--- src/rtl/mem_wb_stage_elastic_pkg.sv ---
// Shared types for the elastic MEM->WB stage: default widths, buffer state encoding
// and the packed write-back bundle width.
package mem_wb_stage_elastic_pkg;

    localparam int unsigned DEF_XLEN   = 32;
    localparam int unsigned DEF_PC_W   = 32;
    localparam int unsigned DEF_REG_AW = 5;

    // Encoding doubles as the occupancy count.
    typedef enum logic [1:0] {
        EMPTY = 2'd0,
        ONE   = 2'd1,
        TWO   = 2'd2
    } bufState_e;

    // pc + we + wbsel + rd + alu + mem
    function automatic int unsigned wbBundleWidth(input int unsigned pcW,
                                                  input int unsigned regAw,
                                                  input int unsigned xlen);
        return pcW + 2 + regAw + 2 * xlen;
    endfunction

endpackage

--- src/rtl/mem_wb_stage_elastic_if.sv ---
// Valid/ready write-back bundle between MEM and WB; master drives the beat, slave returns ready.
interface mem_wb_stage_elastic_if #(
    parameter int unsigned XLEN   = 32,
    parameter int unsigned PC_W   = 32,
    parameter int unsigned REG_AW = 5
);
    logic              valid;
    logic              ready;
    logic [PC_W-1:0]   pc;
    logic              we;
    logic              wbsel;
    logic [REG_AW-1:0] rd;
    logic [XLEN-1:0]   alu;
    logic [XLEN-1:0]   mem;

    modport master (output valid, output pc, output we, output wbsel, output rd,
                    output alu, output mem, input ready);
    modport slave  (input valid, input pc, input we, input wbsel, input rd,
                    input alu, input mem, output ready);
endinterface

--- src/rtl/mem_wb_stage_elastic_pipe_skid_buf.sv ---
// Generic valid/ready buffer: 2-entry skid with registered inReady (SKID=1) or a
// single register with combinational ready (SKID=0); flush empties it on the next edge.
module mem_wb_stage_elastic_pipe_skid_buf
    import mem_wb_stage_elastic_pkg::*;
#(
    parameter int unsigned WIDTH = 8,
    parameter int unsigned SKID  = 1
) (
    input  logic             clk,
    input  logic             rst,
    input  logic             flush,
    input  logic             inValid,
    output logic             inReady,
    input  logic [WIDTH-1:0] inData,
    output logic             outValid,
    input  logic             outReady,
    output logic [WIDTH-1:0] outData,
    output logic [1:0]       occ
);

    bufState_e        stateQ, stateD;
    logic [WIDTH-1:0] mainQ, mainD;
    logic [WIDTH-1:0] skidQ, skidD;
    logic             inReadyQ, inReadyD;
    logic             accept, consume;

    // Skid build breaks the out_ready->in_ready path; plain build forwards it.
    assign inReady  = (SKID != 0) ? inReadyQ : ((stateQ == EMPTY) | outReady);
    assign outValid = (stateQ != EMPTY);
    assign outData  = mainQ;
    assign occ      = 2'(stateQ);

    always_ff @(posedge clk or negedge rst) begin
        if (!rst) begin
            stateQ   <= EMPTY;
            mainQ    <= '0;
            skidQ    <= '0;
            inReadyQ <= 1'b1;
        end else begin
            stateQ   <= stateD;
            mainQ    <= mainD;
            skidQ    <= skidD;
            inReadyQ <= inReadyD;
        end
    end

    always_comb begin
        stateD  = stateQ;
        mainD   = mainQ;
        skidD   = skidQ;
        accept  = inValid & inReady;
        consume = (stateQ != EMPTY) & outReady;

        case (stateQ)
            EMPTY: begin
                if (accept) begin
                    mainD  = inData;
                    stateD = ONE;
                end
            end
            ONE: begin
                if (accept && consume) begin
                    mainD = inData;
                end else if (accept) begin
                    // Only reachable with SKID=1: plain build cannot accept while stalled.
                    skidD  = inData;
                    stateD = TWO;
                end else if (consume) begin
                    stateD = EMPTY;
                end
            end
            TWO: begin
                if (consume) begin
                    mainD  = skidQ;
                    stateD = ONE;
                end
            end
            default: stateD = EMPTY;
        endcase

        // Flush wins over everything; a same-cycle consume has already counted downstream.
        if (flush) begin
            stateD = EMPTY;
        end

        inReadyD = (stateD != TWO);
    end

endmodule

--- src/rtl/mem_wb_stage_elastic.sv ---
// Elastic MEM->WB pipeline stage: packs the write-back bundle through a skid buffer
// and masks the register write enable whenever the output is a bubble.
module mem_wb_stage_elastic
    import mem_wb_stage_elastic_pkg::*;
#(
    parameter int unsigned XLEN   = DEF_XLEN,
    parameter int unsigned PC_W   = DEF_PC_W,
    parameter int unsigned REG_AW = DEF_REG_AW,
    parameter int unsigned SKID   = 1
) (
    input  logic                   clk,
    input  logic                   rst,
    input  logic                   flush,
    mem_wb_stage_elastic_if.slave  inBus,
    mem_wb_stage_elastic_if.master outBus,
    output logic [1:0]             occ
);

    localparam int unsigned WIDTH = wbBundleWidth(PC_W, REG_AW, XLEN);

    logic [WIDTH-1:0] inData;
    logic [WIDTH-1:0] outData;
    logic             mainWe;

    assign inData = {inBus.pc, inBus.we, inBus.wbsel, inBus.rd, inBus.alu, inBus.mem};

    mem_wb_stage_elastic_pipe_skid_buf #(
        .WIDTH (WIDTH),
        .SKID  (SKID)
    ) uBuf (
        .clk      (clk),
        .rst      (rst),
        .flush    (flush),
        .inValid  (inBus.valid),
        .inReady  (inBus.ready),
        .inData   (inData),
        .outValid (outBus.valid),
        .outReady (outBus.ready),
        .outData  (outData),
        .occ      (occ)
    );

    assign {outBus.pc, mainWe, outBus.wbsel, outBus.rd, outBus.alu, outBus.mem} = outData;

    // A bubble must never write the register file.
    assign outBus.we = mainWe & outBus.valid;

endmodule

--- src/flat_wrapper.sv ---
// flat-port wrapper written by rule: the top's interface ports become plain ports
module mem_wb_stage_elastic_flat import mem_wb_stage_elastic_pkg::*;
#(
    parameter int unsigned XLEN   = DEF_XLEN,
    parameter int unsigned PC_W   = DEF_PC_W,
    parameter int unsigned REG_AW = DEF_REG_AW,
    parameter int unsigned SKID   = 1
)
  (clk, rst, flush, occ, inBus_valid, inBus_pc, inBus_we, inBus_wbsel, inBus_rd, inBus_alu, inBus_mem, inBus_ready, outBus_valid, outBus_pc, outBus_we, outBus_wbsel, outBus_rd, outBus_alu, outBus_mem, outBus_ready);
  mem_wb_stage_elastic_if #(.XLEN(XLEN), .PC_W(PC_W), .REG_AW(REG_AW)) inBus_i ();
  mem_wb_stage_elastic_if #(.XLEN(XLEN), .PC_W(PC_W), .REG_AW(REG_AW)) outBus_i ();
  input  logic clk;
  input  logic rst;
  input  logic flush;
  output logic [1:0] occ;
  input wire logic [$bits(inBus_i.valid)-1:0] inBus_valid;
  input wire logic [$bits(inBus_i.pc)-1:0] inBus_pc;
  input wire logic [$bits(inBus_i.we)-1:0] inBus_we;
  input wire logic [$bits(inBus_i.wbsel)-1:0] inBus_wbsel;
  input wire logic [$bits(inBus_i.rd)-1:0] inBus_rd;
  input wire logic [$bits(inBus_i.alu)-1:0] inBus_alu;
  input wire logic [$bits(inBus_i.mem)-1:0] inBus_mem;
  output wire logic [$bits(inBus_i.ready)-1:0] inBus_ready;
  output wire logic [$bits(outBus_i.valid)-1:0] outBus_valid;
  output wire logic [$bits(outBus_i.pc)-1:0] outBus_pc;
  output wire logic [$bits(outBus_i.we)-1:0] outBus_we;
  output wire logic [$bits(outBus_i.wbsel)-1:0] outBus_wbsel;
  output wire logic [$bits(outBus_i.rd)-1:0] outBus_rd;
  output wire logic [$bits(outBus_i.alu)-1:0] outBus_alu;
  output wire logic [$bits(outBus_i.mem)-1:0] outBus_mem;
  input wire logic [$bits(outBus_i.ready)-1:0] outBus_ready;
  assign inBus_i.valid = inBus_valid;
  assign inBus_i.pc = inBus_pc;
  assign inBus_i.we = inBus_we;
  assign inBus_i.wbsel = inBus_wbsel;
  assign inBus_i.rd = inBus_rd;
  assign inBus_i.alu = inBus_alu;
  assign inBus_i.mem = inBus_mem;
  assign inBus_ready = inBus_i.ready;
  assign outBus_valid = outBus_i.valid;
  assign outBus_pc = outBus_i.pc;
  assign outBus_we = outBus_i.we;
  assign outBus_wbsel = outBus_i.wbsel;
  assign outBus_rd = outBus_i.rd;
  assign outBus_alu = outBus_i.alu;
  assign outBus_mem = outBus_i.mem;
  assign outBus_i.ready = outBus_ready;
  mem_wb_stage_elastic #(.XLEN(XLEN), .PC_W(PC_W), .REG_AW(REG_AW), .SKID(SKID)) u_core (.clk(clk), .rst(rst), .flush(flush), .inBus(inBus_i), .outBus(outBus_i), .occ(occ));
endmodule
--- config.mk ---
export PLATFORM = sky130hd
export DESIGN_NAME = mem_wb_stage_elastic_flat
export DESIGN_NICKNAME = d
export VERILOG_FILES = /design/src/rtl/mem_wb_stage_elastic_pkg.sv /design/src/rtl/mem_wb_stage_elastic_if.sv /design/src/rtl/mem_wb_stage_elastic_pipe_skid_buf.sv /design/src/rtl/mem_wb_stage_elastic.sv /design/src/flat_wrapper.sv
export SDC_FILE = /design/constraint.sdc
export NUM_CORES = 1
export LEC_CHECK = 0
export ABC_AREA = 1
export BUFFER_PORTS_ARGS = -buffer_cell sky130_fd_sc_hd__buf_4
export CORE_MARGIN = 5
export CORE_UTILIZATION = 60
export DETAILED_ROUTE_END_ITERATION = 8
export PLACE_DENSITY = 0.86
export SYNTH_ARGS = -nofsm -noshare
export SYNTH_HDL_FRONTEND = slang
export SYNTH_SLANG_ARGS = --single-unit
--- constraint.sdc ---
create_clock -name clk -period 2.85 [get_ports clk]
set_input_delay 0.285 -clock clk [delete_from_list [all_inputs] [get_ports clk]]
set_output_delay 0.285 -clock clk [all_outputs]
set_load 0.01 [all_outputs]
==> results.md <==
* Status: finished, final reports clean
* Chip Height at 141.9 um
* Measured slew at the worst slew-check pin at 1199 ps
* Gate Count Post-Synth at 1361
* EDFF count, synth at 0
* Final GP Congestion at 0.8257
* CP max stage cell: buf_4
* Syn. warnings at 0
* Fin crit period at 2538 ps
* Vias in the first global route at 9133
* Setup ws final at 311.7 ps
* Part of the Yosys area used for sequential elements at 0.5013
* Synth Area in XOR/XNOR at 0
* Fmax at 394.0 MHz
* Top post-synthesis cells by count: 623 x nand2_1, 310 x nand3_1, 208 x dfrtp_1, 114 x buf_4
* Post-synth top area cell: dfrtp_1
* Final hold violation count at 0
* Horiz. Die Dim at 141.9 um
* CTS tree: built
* Root buf cell: clkbuf_16
* Final net count at 1527
* Synth top area share at 0.4988
* CORE AREA at 0.01718 mm^2
* Vias at 9259
* Worst Skew at 8.717 ps
* Clk pin slew, worst setup/hold paths at 60 ps
* Peak fanout along the critical path at 94
* Main flop type after synthesis: dfrtp_1
* Largest net degree at the start of global routing at 104
* PostCTS Resize Cnt at 0
* Hold WC Path Type: input port to flop
* Most common cell in the synthesized netlist: nand2_1
* Area Overhead vs Synth at 16.37%
* Largest family of logic cells by synthesized area: simple AND/OR/NAND/NOR gates
* Worst skew pair latency at 500 ps
* Hold slack at 27.95 ps
* Post-synthesis register bit count at 209
* Routed WL at 27.42 mm
* Critical Path End Type: output port
* Routed wire per std cell at 16.52 um
* # fillers at 1401
* # rows at 48
* Routed Antenna Nets at 0
* Syn_nets at 1469
* Aggregate global-route resource usage at 0.2733
* RSZ-0062 raised after global routing: no
* CP Launch Type: flop
* Grt ovf at 0
* Util after Layout at 0.7069
* Fin crit share at 0.8906
* Async SR Flop Fraction at 1.000
* DRT Pass-1 Iters at 5
* Setup violations, final at 0
* Crit Path Category: flop to output port
* Cell area after synthesis at 0.01044 mm^2
* Leakage power at 6.831 nW
* Num ports at 215
* Initial antenna violation count at 0
* Post-synthesis mux area share at 0
* DRC errors left at 0
* Netlist cell types at 15
* Clk sink count at 209
* CTS Buffer Depth at 3
* Critical Path Max Stage Delay at 840 ps
* CTS H-tree lvls at 1
* Worst IR Drop VDD at 0.4743 mV
* CTS buffer count at 22
* PortBufs at 214
* Fin Setup TNS at 0 ps
* Slew Viols, Final at 0
* Avg Vias per Cell at 5.578
* Post-Synth Simple-Gate Area at 0.3761
* Compound-cell area share of the yosys netlist at 0.001439
* Die area at 0.02013 mm^2
* Syn_area_per_cell at 7.667 um^2
* P per Cell Area at 705.0 mW/mm^2
* Initial core utilization at 0.6075
* Rel. slew slack at 0.2009
* CP required at 2570 ps
* Top cells by area, synth: dfrtp_1 50%, nand2_1 22%, nand3_1 15%
* Drt first-iter violations at 953
* Post-place setup slack at 746.3 ps
* Crit-path most repeated cell: buf_4
* Diodes inserted at 0
* CP cell instances: buf_4 -> buf_4
* Max_cap viols at 0
* Final HPWL DP at 16.39 mm
* Critical path buffers and inverters at 2
* Critical Path AT at 2250 ps
* Crit-path leading delay family: buffers and inverters
* Total power draw at 8.561 mW
* Adder-cell share of the synthesized area at 0
* First-pass GRT wire length at 45.72 mm
* Layout cells sized above 1 at 0.1958
[worst register-to-register path, delay by kind of cell (launching register included)]
family | cells | cell delay [ps]
flops | 1 | 530
buf+inv | 1 | 900
simple gates | 4 | 670
[cell type report]
cell class / count / area (um^2) / area share
flip-flops and latches: 209 / 5235 / 0.4311
multi-input cells: 943 / 3989 / 0.3285
repair buffers: 235 / 1826 / 0.1503
clock buffers: 30 / 651.9 / 0.05368
well taps: 225 / 281.5 / 0.02318
clock inverters: 10 / 127.6 / 0.01051
inverters: 8 / 32.53 / 0.002679
[timing repair]
action,in CTS,in global routing
hold buffers,2,0
setup endpoints to repair,0,0
setup buffers,0,0
endpoints found under the hold margin,77,0
[metal layers]
layer | GRT usage | vias up | routed length [um]
li1 | - | 4344 | -
met1 | 0.3868 | 4383 | 10960
met3 | 0.05561 | 51 | 2917
met2 | 0.4304 | 481 | 12970
met4 | 0.08182 | 0 | 575
met5 | 0 | - | 0
[stage by stage]
stage,instances,instance area [um^2]
after floorplan,1361,10440
after global placement,1618,11340
after detailed placement,1618,11340
after CTS,1660,12140
after global routing,1660,12140
final,1660,12140
[power by group]
part / switching (mW) / internal, mW
combinational: 0.925 / 0.696
clock: 1.16 / 1.87
sequential: 0.349 / 3.56
[state kept, by name, summed over array words and instances (netlist names)]
signal / flops
u_core.uBuf.occ: 2
u_core.uBuf.outData: 103
u_core.uBuf.skidQ: 103
u_core.uBuf.inReady: 1
[cell usage in the layout, fill, tap and decap left out]
| master | n |
|---|---|
| a21oi_1 | 1 |
| buf_12 | 4 |
| buf_4 | 228 |
| bufinv_16 | 3 |
| clkbuf_1 | 2 |
| clkbuf_16 | 23 |
| clkbuf_8 | 6 |
| clkinv_2 | 8 |
| clkinvlp_4 | 1 |
| dfrtp_1 | 207 |
| dfrtp_4 | 1 |
| dfstp_2 | 1 |
| dlygate4sd3_1 | 2 |
| inv_1 | 6 |
| nand2_1 | 620 |
| nand2_4 | 3 |
| nand3_1 | 309 |
| nand3_4 | 1 |
| nand4_1 | 1 |
| nor2_1 | 4 |
| nor2_4 | 1 |
| nor3_4 | 1 |
| o21ai_0 | 2 |
[cells by family (layout without fill, tap and decap cells)]
logic type      count (synthesis)  in the layout
buf+inv                       209            283
flops                         209            209
simple gates                  940            940
compound gates                  3              3
[path summary, 6_finish.rpt]
check                                       from                       to  slack (ps)  cells past startpoint
setup reg to reg             u_core.uBuf.inReady  u_core.uBuf.outData[45]         670                      5
max in group asynchronous                    rst  u_core.uBuf.outData[41]        1620                      3
setup / recovery              u_core.uBuf.occ[1]                   occ[1]         310                      2
min in group asynchronous                    rst  u_core.uBuf.outData[60]         390                      2
hold reg to reg            u_core.uBuf.skidQ[89]    u_core.uBuf.skidQ[89]         470                      2
hold / removal                      inBus_pc[19]    u_core.uBuf.skidQ[90]          30                      3
(Power assumes the default switching activity.)
